--- src/rtl/mem_data_controller.sv ---
// MEM-stage data-memory controller: issues word-addressed load/store requests,
// lane-aligns store data and load results, and stalls the stage while memory is busy.
module mem_data_controller #(
  parameter int ADDR_W     = 30,
  parameter bit BIG_ENDIAN = 1'b1
) (
  input  logic              clock,
  input  logic              reset,
  input  logic              M_Flush,
  input  logic              M_StallOther,
  input  logic              M_MemRead,
  input  logic              M_MemWrite,
  input  logic              M_MemByte,
  input  logic              M_MemHalf,
  input  logic              M_MemSignExtend,
  input  logic [31:0]       M_Address,
  input  logic [31:0]       M_WriteData,
  input  logic [31:0]       DataMem_In,
  input  logic              DataMem_Ready,
  output logic              DataMem_Read,
  output logic [3:0]        DataMem_Write,
  output logic [ADDR_W-1:0] DataMem_Address,
  output logic [31:0]       DataMem_Out,
  output logic [31:0]       M_ReadData,
  output logic              M_Stall,
  output logic              M_AddrErrLoad,
  output logic              M_AddrErrStore
);
  typedef enum logic [1:0] {S_IDLE, S_WAIT, S_HOLD} state_t;

  state_t state, state_nxt;

  logic              is_byte, is_half, is_word, access, misaligned, issue;
  logic [3:0]        be;
  logic [31:0]       wdata_rep;
  logic              capture_hold;

  logic              r_read;
  logic [3:0]        r_write;
  logic [ADDR_W-1:0] r_addr;
  logic [31:0]       r_data;
  logic              r_byte, r_half, r_sign;
  logic [1:0]        r_off;
  logic [31:0]       hold_data;

  function automatic logic [1:0] byte_lane(input logic [1:0] off);
    return BIG_ENDIAN ? ~off : off;
  endfunction

  function automatic logic half_lane(input logic off1);
    return BIG_ENDIAN ? ~off1 : off1;
  endfunction

  function automatic logic [31:0] align_load(input logic [31:0] d, input logic b, input logic h,
                                             input logic s, input logic [1:0] off);
    logic [7:0]  bv;
    logic [15:0] hv;
    logic [31:0] r;
    bv = 8'(d >> {byte_lane(off), 3'b000});
    hv = 16'(d >> {half_lane(off[1]), 4'b0000});
    if (b)      r = {{24{s & bv[7]}}, bv};
    else if (h) r = {{16{s & hv[15]}}, hv};
    else        r = d;
    return r;
  endfunction

  assign is_byte    = M_MemByte;
  assign is_half    = M_MemHalf & ~M_MemByte;
  assign is_word    = ~M_MemByte & ~M_MemHalf;
  assign access     = M_MemRead | M_MemWrite;
  assign misaligned = (is_half & M_Address[0]) | (is_word & (M_Address[1:0] != 2'b00));
  // Reset gates issue so an asserted reset drops the request immediately.
  assign issue      = access & ~misaligned & ~M_Flush & reset;

  assign M_AddrErrLoad  = M_MemRead  & misaligned & ~M_Flush;
  assign M_AddrErrStore = M_MemWrite & misaligned & ~M_Flush;

  assign be = is_word ? 4'b1111 :
              is_half ? (half_lane(M_Address[1]) ? 4'b1100 : 4'b0011) :
                        (4'b0001 << byte_lane(M_Address[1:0]));
  assign wdata_rep = is_byte ? {4{M_WriteData[7:0]}} :
                     is_half ? {2{M_WriteData[15:0]}} : M_WriteData;

  always_comb begin
    state_nxt       = state;
    DataMem_Read    = 1'b0;
    DataMem_Write   = 4'b0000;
    DataMem_Address = M_Address[ADDR_W+1:2];
    DataMem_Out     = wdata_rep;
    M_ReadData      = align_load(DataMem_In, is_byte, is_half, M_MemSignExtend, M_Address[1:0]);
    M_Stall         = 1'b0;
    capture_hold    = 1'b0;
    case (state)
      S_IDLE: if (issue) begin
        DataMem_Read  = M_MemRead;
        DataMem_Write = M_MemWrite ? be : 4'b0000;
        if (DataMem_Ready) begin
          capture_hold = M_StallOther;
          state_nxt    = M_StallOther ? S_HOLD : S_IDLE;
        end else begin
          M_Stall   = 1'b1;
          state_nxt = S_WAIT;
        end
      end
      S_WAIT: begin
        // Flush does not cancel an outstanding request; it always runs to completion.
        DataMem_Read    = r_read;
        DataMem_Write   = r_write;
        DataMem_Address = r_addr;
        DataMem_Out     = r_data;
        M_ReadData      = align_load(DataMem_In, r_byte, r_half, r_sign, r_off);
        if (DataMem_Ready) begin
          capture_hold = M_StallOther;
          state_nxt    = M_StallOther ? S_HOLD : S_IDLE;
        end else begin
          M_Stall = 1'b1;
        end
      end
      S_HOLD: begin
        // Nothing is re-issued while the pipeline is held, so a store is never repeated.
        DataMem_Address = r_addr;
        DataMem_Out     = r_data;
        M_ReadData      = hold_data;
        if (!M_StallOther) state_nxt = S_IDLE;
      end
      default: state_nxt = S_IDLE;
    endcase
  end

  always_ff @(posedge clock or negedge reset) begin
    if (!reset) begin
      state     <= S_IDLE;
      r_read    <= 1'b0;
      r_write   <= 4'b0000;
      r_addr    <= '0;
      r_data    <= '0;
      r_byte    <= 1'b0;
      r_half    <= 1'b0;
      r_sign    <= 1'b0;
      r_off     <= 2'b00;
      hold_data <= '0;
    end else begin
      state <= state_nxt;
      if (state == S_IDLE && issue) begin
        r_read  <= M_MemRead;
        r_write <= M_MemWrite ? be : 4'b0000;
        r_addr  <= M_Address[ADDR_W+1:2];
        r_data  <= wdata_rep;
        r_byte  <= is_byte;
        r_half  <= is_half;
        r_sign  <= M_MemSignExtend;
        r_off   <= M_Address[1:0];
      end
      if (capture_hold) hold_data <= M_ReadData;
    end
  end
endmodule

--- config.mk ---
export PLATFORM = sky130hd
export DESIGN_NAME = mem_data_controller
export DESIGN_NICKNAME = d
export VERILOG_FILES = /design/src/rtl/mem_data_controller.sv
export SDC_FILE = /design/constraint.sdc
export NUM_CORES = 1
export LEC_CHECK = 0
export BUFFER_PORTS_ARGS = -buffer_cell sky130_fd_sc_hd__buf_2
export CAP_MARGIN = 15
export CORE_MARGIN = 2
export CORE_UTILIZATION = 49
export CTS_CLUSTER_DIAMETER = 120
export DETAILED_ROUTE_END_ITERATION = 8
export PLACE_DENSITY_LB_ADDON = 0.25
export SKIP_LAST_GASP = 1
export SYNTH_ARGS = -nofsm -noshare
export SYNTH_HDL_FRONTEND = slang
export SYNTH_SLANG_ARGS = --single-unit
--- constraint.sdc ---
create_clock -name clock -period 3.9 [get_ports clock]
set_input_delay 0.78 -clock clock [delete_from_list [all_inputs] [get_ports clock]]
set_output_delay 0.78 -clock clock [all_outputs]
set_load 0.1 [all_outputs]
==> metrics.txt, run 1 <==
outcome=completed; worst r2r src=r_off[1]; R2R depth=6; num rows=44; Synth warnings=0; pin count of the biggest net entering global routing=65; Hold Crit Start=r_addr[2]; Gate Count Post-Synth=793; post-synthesis net count=902; Worst-Margin Slew=857 ps; R2R Setup Slk=1140 ps; Crit path required time=3120 ps; root buf cell=clkbuf_16; Startpoint Class=flop; compound-gate portion of the synthesized area=16.6%; mux cell area share after synthesis=24.0%; Max clock buf depth=2; Final nets=1081; area of the multi-input gates=4270 um2; Hold Crit Class=reg2reg; height of the die=125 um; Worst Path Arrival=2910 ps; hold slack=481 ps; gr ovfl total=0; Core Region=14400 um2; share of cells above drive strength 1=38.9%; synth unique cells=45; Inserted Clock Buffers=9; initial core utilization=49.6%; register area share after synthesis=37.1%; Clock transition at path regs=80 ps; RSZ-0062 raised after global routing=false; Seq. cell area=2650 um2; Max-Cap Viols=0; Hold Vio Cnt, Final=0; Final Critical Period=3690 ps; CP cell instances=nand2b_1 > buf_4 > mux2_1 > o21ai_0 > a2bb2oi_2 > buf_12; Post-CTS Setup Bufs=0; Fmax=0.271 GHz; Routed WL=20600 um; final worst path period share=94.5%; highest-delay cell along the critical path=dfrtp_1; DP Area=9200 um2; drt pass-1 iters=5; worst-path fanout max=13; Main synth FF type=dfrtp_1; Synth Register Bits=106; all-layer global routing usage=26.6%; Mean Syn Cell Area=9.02 um2; I/O pin count=208; Syn Std Cell Area=7150 um2; number of global-route vias before repair=6508; Worst Skew=7.81 ps; initial antenna violation count=0; CP peak stage delay=750 ps; hold path cells=2; die span in x=125 um; Post-DP HPWL=14800 um; Simple-Gate Fraction of Synth Area=17.2%; most common cell after layout, fill and taps aside=nand2_1; Routed WL per cell=17.7 um; # hold bufs at CTS=0; most frequent cells in the layout=248 x nand2_1, 152 x buf_2, 106 x dfrtp_1; post-cts sizing count=0; ANT cells=0; WS Path Type=reg2out; TNS Setup=0 ps; Endpoint, Worst Hold=r_addr[2]; Worst Setup End Kind=output pin; final slew viol count=0; # fillers=1179; Slew HR=42.9%; Finished Cell Area=9520 um2; via count=6614; Layout area overhead=33.1%; main combinational cell family by area after synthesis=multiplexers; Worst R2R End=hold_data[8]; CTS tree=done; die area=15600 um2; number of setup violations in the final report=0; clock sink total=106; later-pin clock latency in the skew report=360 ps; DR vias/cell=5.70; antenna-violating nets left=0; Synth Area in Adders=0.525%; utilization after layout=66.0%; Synth Area in XOR/XNOR=0%; CP startpoint=r_off[1]; Initial DRC Count=485; DRC viols=0; Port Buf Inserts=207; asr flop ratio synth=100%; gpl congestion=0.891; htree depth=3; Post-synth EDFFs=0; first-pass GRT wire length=33500 um
[synth_stat cells (2+ instances only)]
library cell	n	area share, %
nand3_1	3	0.21
a2bb2oi_1	8	0.98
ha_1	3	0.52
a21oi_1	35	2.4
a32oi_2	10	2.3
nand2_1	248	13
mux2_1	2	0.31
a21o_1	8	0.84
buf_4	2	0.21
mux2i_1	35	4.9
o21ai_0	55	3.8
o211a_1	8	1.1
o21a_1	8	0.84
buf_6	3	0.47
nor2b_1	15	1.3
o21ai_1	11	0.77
nor3b_1	5	0.52
a31oi_1	7	0.61
o31ai_1	8	0.84
nor2_1	22	1.2
mux2_4	10	2.1
and3_1	2	0.17
a211o_1	2	0.24
buf_1	5	0.26
mux4_2	16	5.0
a32oi_1	6	0.73
clkbuf_1	39	2.0
dfrtp_1	106	37
nand2b_1	6	0.52
buf_2	10	0.70
mux2_2	74	12
inv_1	8	0.42
[worst max path at each step]
stage | slack, ps | endpoint | cells past startpoint
6_report | 210 | M_ReadData[8] | 6
5_1_grt | 40 | M_ReadData[8] | 6
4_1_cts | 240 | M_ReadData[8] | 6
3_5_place_dp | 330 | M_ReadData[22] | 6
3_3_place_gp | 380 | M_ReadData[22] | 6
2_1_floorplan | -40 | M_ReadData[16] | 5
[cell families (layout without fill, tap and decap cells)]
logic type	Yosys count	after routing
AOI/OAI and AO/OA	172	172
adders and majority gates	3	3
buffers and inverters	71	255
DFF	106	106
muxes	137	137
and+or+nand+nor	304	304
[flip-flops by register name (all words and copies together) (netlist names)]
name / count
hold_data: 32
r_data: 32
r_addr: 30
r_write: 4
r_off: 2
state: 2
r_byte: 1
r_half: 1
r_read: 1
r_sign: 1
[layer usage]
layer  routed length [um]  vias to the layer above  share of wire, %  track usage (%)
met4                  446                        0               2.2             9.15
met3                 1670                       32               8.1             7.35
met2                 9910                      275                48             43.6
met1                 8560                     3181                42             34.0
li1                     -                     3126                 -                -
met5                    0                        -                 0                0
[layout make-up]
type / count / share of cell area [%]
clock buffers: 10 / 2.51
clock inverters: 6 / 0.802
inverters: 9 / 0.355
multi-input cells: 616 / 44.8
flip-flops and latches: 106 / 27.9
well taps: 184 / 2.42
repair buffers: 230 / 21.2
[critical path, delay by kind of cell (launching register included)]
kind,cells,cell delay [ps]
and+or+nand+nor,1,660
muxes,1,320
AOI/OAI and AO/OA,2,380
DFF,1,750
buffers and inverters,2,430
[stage by stage]
step	setup slack [ps]	std cells
floorplan	-38.8	793
global placement	385	1144
detailed placement	333	1144
CTS	245	1160
global route	40.7	1161
finish	213	1161
Power of run 1 is left out: the tool's default activity adds up to more than one toggle a clock period on the data nets, which glitch-free logic cannot reach.
==> run 2, diff against run 1 <==
SETUP_SLACK_MARGIN = 0.4   (was not set)
==> metrics.txt, run 2 (synthesized netlist as in run 1, its figures left out) <==
post-placement setup slack=471 ps (+138 ps); utilization after layout=65.8% (-0.21 points); hold slack=478 ps (-2.31 ps); Initial DRC Count=455 (-6.2%); number of global-route vias before repair=6453 (-0.85%); root buf cell=clkbuf_16; drt pass-1 iters=5 (unchanged); worst-path fanout max=24 (+11); initial antenna violation count=1 (+1); CP Capture Point=M_ReadData[23]; gpl congestion=0.875 (-1.8%); CP peak stage delay=670 ps (-80 ps); worst r2r src=r_off[0]; Worst Path Arrival=2570 ps (-340 ps); R2R Setup Slk=1480 ps (+340 ps); number of setup violations in the final report=0 (unchanged); CTS tree=done; final slew viol count=0 (unchanged); Fmax=0.298 GHz (+10%); initial core utilization=49.6% (unchanged); WP depth=5 (-1); biggest regs=hold_data (32), r_data (32), r_addr (30); Post-DP HPWL=14800 um (+0.35%); Max clock buf depth=2 (unchanged); ANT cells=0 (unchanged); family with the most delay on the worst path=compound AO/OA/AOI/OAI gates; CP cell instances=mux4_2 > a31o_4 > o21ai_1 > a32oi_2 > buf_12; Startpoint Class=flop; Worst R2R End=hold_data[23]; R2R depth=5 (-1); Core Region=14400 um2 (unchanged); RSZ-0062 raised after global routing=false; Clock transition at path regs=90 ps (about the same); Worst Skew=9.69 ps (+1.88 ps); highest-delay cell along the critical path=dfrtp_1; Routed WL=20500 um (-0.33%); outcome=completed; Inserted Clock Buffers=9 (unchanged); die area=15600 um2 (unchanged); later-pin clock latency in the skew report=360 ps (about the same); clock sink total=106 (unchanged); Hold Crit Class=reg2reg; share of cells above drive strength 1=40.9% (+2.0 points); height of the die=125 um (unchanged); Worst Setup End Kind=output pin; Final Critical Period=3350 ps (-335 ps); Final nets=1083 (+0.19%); htree depth=3 (unchanged); pin count of the biggest net entering global routing=61 (-6.2%); CP startpoint=r_off[0]; die span in x=125 um (unchanged); WS Path Type=reg2out; final worst path period share=86.0% (-8.6 points); Routed WL per cell=17.7 um (-0.50%); Hold Vio Cnt, Final=0 (unchanged); antenna-violating nets left=0 (unchanged); num rows=44 (unchanged); Crit path required time=3120 ps (about the same); Final WS setup=548 ps (+335 ps); DR vias/cell=5.64 (-0.94%); Layout area overhead=32.7%; most common cell after layout, fill and taps aside=nand2_1; # fillers=1187 (+0.68%); first-pass GRT wire length=33100 um (-1.4%); Worst-Margin Slew=786 ps (-71.6 ps); all-layer global routing usage=26.3% (-0.23 points); via count=6563 (-0.77%); gr ovfl total=0 (unchanged); Slew HR=47.6% (+4.8 points); DRC viols=0 (unchanged); Port Buf Inserts=207 (unchanged); Max-Cap Viols=0 (unchanged); I/O pin count=208 (unchanged); most frequent cells in the layout=248 x nand2_1, 163 x buf_2, 106 x dfrtp_1; Hold Crit Start=r_addr[10]; Bufs and invs on worst path=1 (-1)
run 2: layout make-up:
type	instances	area, um2	share of cell area (%)
Multi-Input combinational cell	616	4380	46.1
Sequential cell	106	2650	28.0
Timing Repair Buffer	232	1880	19.8
Tap cell	184	230	2.43
Clock buffer	9	225	2.37
Clock inverter	7	88.8	0.936
Inverter	9	33.8	0.356
run 2: repair_timing:
| action | CTS | global route |
|---|---|---|
| endpoints found under the setup margin | 0 | 41 |
| gates resized for setup | 0 | 2 |
| hold buffers | 0 | 0 |
| setup buffers | 0 | 1 |
run 2: worst register-to-register path, cell delays in order (launching register included):
cell and delay (ps):
dfrtp_1 670, mux4_2 610, a31o_4 360, o21ai_1 180, a32oi_2 200, mux2_4 290
run 2: metal layers:
metal	routed length, um	vias to the layer above	GRT usage, %
met5	11	-	0
met4	505	2	8.04
met3	1620	36	7.82
met2	9890	256	44.6
met1	8500	3148	32.6
li1	-	3121	-
run 2: worst min path at each step:
stage	end	slack, ps	cells past startpoint
after floorplan	r_addr[0]	440	2
after global placement	r_addr[3]	450	2
after detailed placement	r_addr[10]	460	2
after CTS	r_addr[18]	480	2
after global routing	r_write[3]	500	1
final	r_addr[10]	480	2
run 2: metrics by stage:
step	area, um2	instances	TNS [ps]
global placement	9130	1145	0
CTS	9440	1161	0
finish	9490	1163	0
global route	9490	1163	0
detailed placement	9130	1145	0
floorplan	7330	793	-194
Power of run 2 is left out for the same reason.
==> run 3, diff against run 2 <==
--- a/constraint.sdc
+++ b/constraint.sdc
@@ -3,2 +3,2 @@
 set_output_delay 0.78 -clock clock [all_outputs]
-set_load 0.1 [all_outputs]
+set_load 0.005 [all_outputs]
==> metrics.txt, run 3 (synthesized netlist as in run 1, its figures left out) <==
fin cells=1161 (-0.17%); Worst-Margin Slew=1010 ps (+223 ps); Final Critical Period=3320 ps (-36.5 ps); post-cts sizing count=0 (unchanged); num rows=44 (unchanged); Sw Share=40.7%; number of setup violations in the final report=0 (unchanged); WS Path Type=in2out; area of the multi-input gates=4190 um2 (-4.3%); share of cells above drive strength 1=37.2% (-3.7 points); I/O pin count=208 (unchanged); Slew HR=32.8% (-15 points); number of global-route vias before repair=6315 (-2.1%); clock sink total=106 (unchanged); Post-CTS Setup Bufs=0 (unchanged); PwrDens=766 nW/um2; Port Buf Inserts=207 (unchanged); most common cell after layout, fill and taps aside=nand2_1; final worst path period share=85.0% (-0.94 points); first-pass GRT wire length=33000 um (-0.12%); drt pass-1 iters=5 (unchanged); root buf cell=clkbuf_16; Hold Vio Cnt, Final=0 (unchanged); Finished Cell Area=8610 um2 (-9.3%); DRC viols=0 (unchanged); # fillers=1289 (+8.6%); leakage power=4.33 nW; via count=6505 (-0.88%); # hold bufs at CTS=0 (unchanged); Worst Skew=8.22 ps (-1.48 ps); DR vias/cell=5.60 (-0.71%); Inserted Clock Buffers=9 (unchanged); Crit path required time=3120 ps (about the same); final slew viol count=0 (unchanged); all-layer global routing usage=26.1% (-0.26 points); Seq. cell area=2650 um2 (unchanged); antenna-violating nets left=0 (unchanged); NetSw=0.00269 W; RSZ-0062 raised after global routing=false; Layout area overhead=20.3%; Worst Path Arrival=2540 ps (-30 ps); Max VDD drop=340 uV; Comb power frac=57.1%; DP Area=8320 um2 (-8.9%); Hold Crit Class=in2async; Routed WL=20200 um (-1.7%); Startpoint Class=input pin; Core Region=14400 um2 (unchanged); worst-path fanout max=16 (-33%); Max-Cap Viols=0 (unchanged); Fmax=0.302 GHz (+1.1%); placed cell count=1145 (unchanged); power share of the clock group=13.7%; biggest regs=hold_data (32), r_data (32), r_addr (30); die span in x=125 um (unchanged); gr ovfl total=0 (unchanged); pin count of the biggest net entering global routing=80 (+31%); die area=15600 um2 (unchanged); gpl congestion=0.885 (+1.1%); Max clock buf depth=2 (unchanged); Pint=0.00391 W; htree depth=3 (unchanged); Final nets=1081 (-0.18%); TNS Setup=0 ps (unchanged); Initial DRC Count=466 (+2.4%); most frequent cells in the layout=248 x nand2_1, 206 x buf_2, 106 x dfrtp_1; sequential power share=29.2%; CTS tree=done; initial antenna violation count=1 (unchanged); outcome=completed; later-pin clock latency in the skew report=360 ps (about the same); Worst Setup End Kind=output pin; initial core utilization=49.6% (unchanged); ANT cells=0 (unchanged); Post-DP HPWL=14500 um (-2.5%); utilization after layout=59.7% (-6.1 points); Routed WL per cell=17.4 um (-1.6%); Clock transition at path regs=70 ps (-20 ps); height of the die=125 um (unchanged)
-- run 3: power groups by stage --
stage	clock network [W]	logic, W	registers (W)
3_3_place_gp	0	0.00373	0.00192
5_1_grt	0.000963	0.00417	0.00200
3_5_place_dp	0	0.00377	0.00193
6_report	0.000905	0.00376	0.00193
2_1_floorplan	0	0.00258	0.00183
4_1_cts	0.000924	0.00378	0.00192
-- run 3: path summary, 6_finish.rpt --
path	slack, ps	endpoint	from	depth (start not counted)
min in group clock	470	r_addr[20]	r_addr[20]	2
max in group asynchronous	2090	r_addr[27]	reset	3
min reg2reg	470	r_addr[20]	r_addr[20]	2
max	580	M_ReadData[31]	M_Address[1]	6
min	470	hold_data[3]	reset	2
max reg2reg	1510	hold_data[10]	r_off[0]	5
-- run 3: routing by layer --
layer	track usage, %	part of all wire [%]	vias to the layer above
li1	-	-	3124
met1	34.9	43	3073
met2	41.7	47	275
met3	6.83	7.7	31
met4	8.17	2.4	2
met5	0	0.064	-
-- run 3: worst max-delay path, cell delays in order --
cell	delay, ps
buf_2	340
mux4_2	430
a31oi_4	340
o31a_4	370
a32oi_2	100
buf_2	170
-- run 3: cell type report --
type | instances | share of cell area [%]
timing repair buffer | 230 | 14.1
clock buffer | 11 | 2.82
sequential | 106 | 30.8
tap | 184 | 2.67
multi-input combinational | 616 | 48.7
inverter | 9 | 0.392
clock inverter | 5 | 0.538
-- run 3: stage by stage --
| stage | setup slack (ps) | total power (W) | hold slack, ps |
|---|---|---|---|
| floorplan | 979 | 0.00441 | 440 |
| global placement | 638 | 0.00565 | 453 |
| detailed placement | 600 | 0.00570 | 458 |
| CTS | 596 | 0.00663 | 474 |
| global route | 438 | 0.00713 | 491 |
| finish | 584 | 0.00659 | 472 |
(Power assumes the default switching activity.)
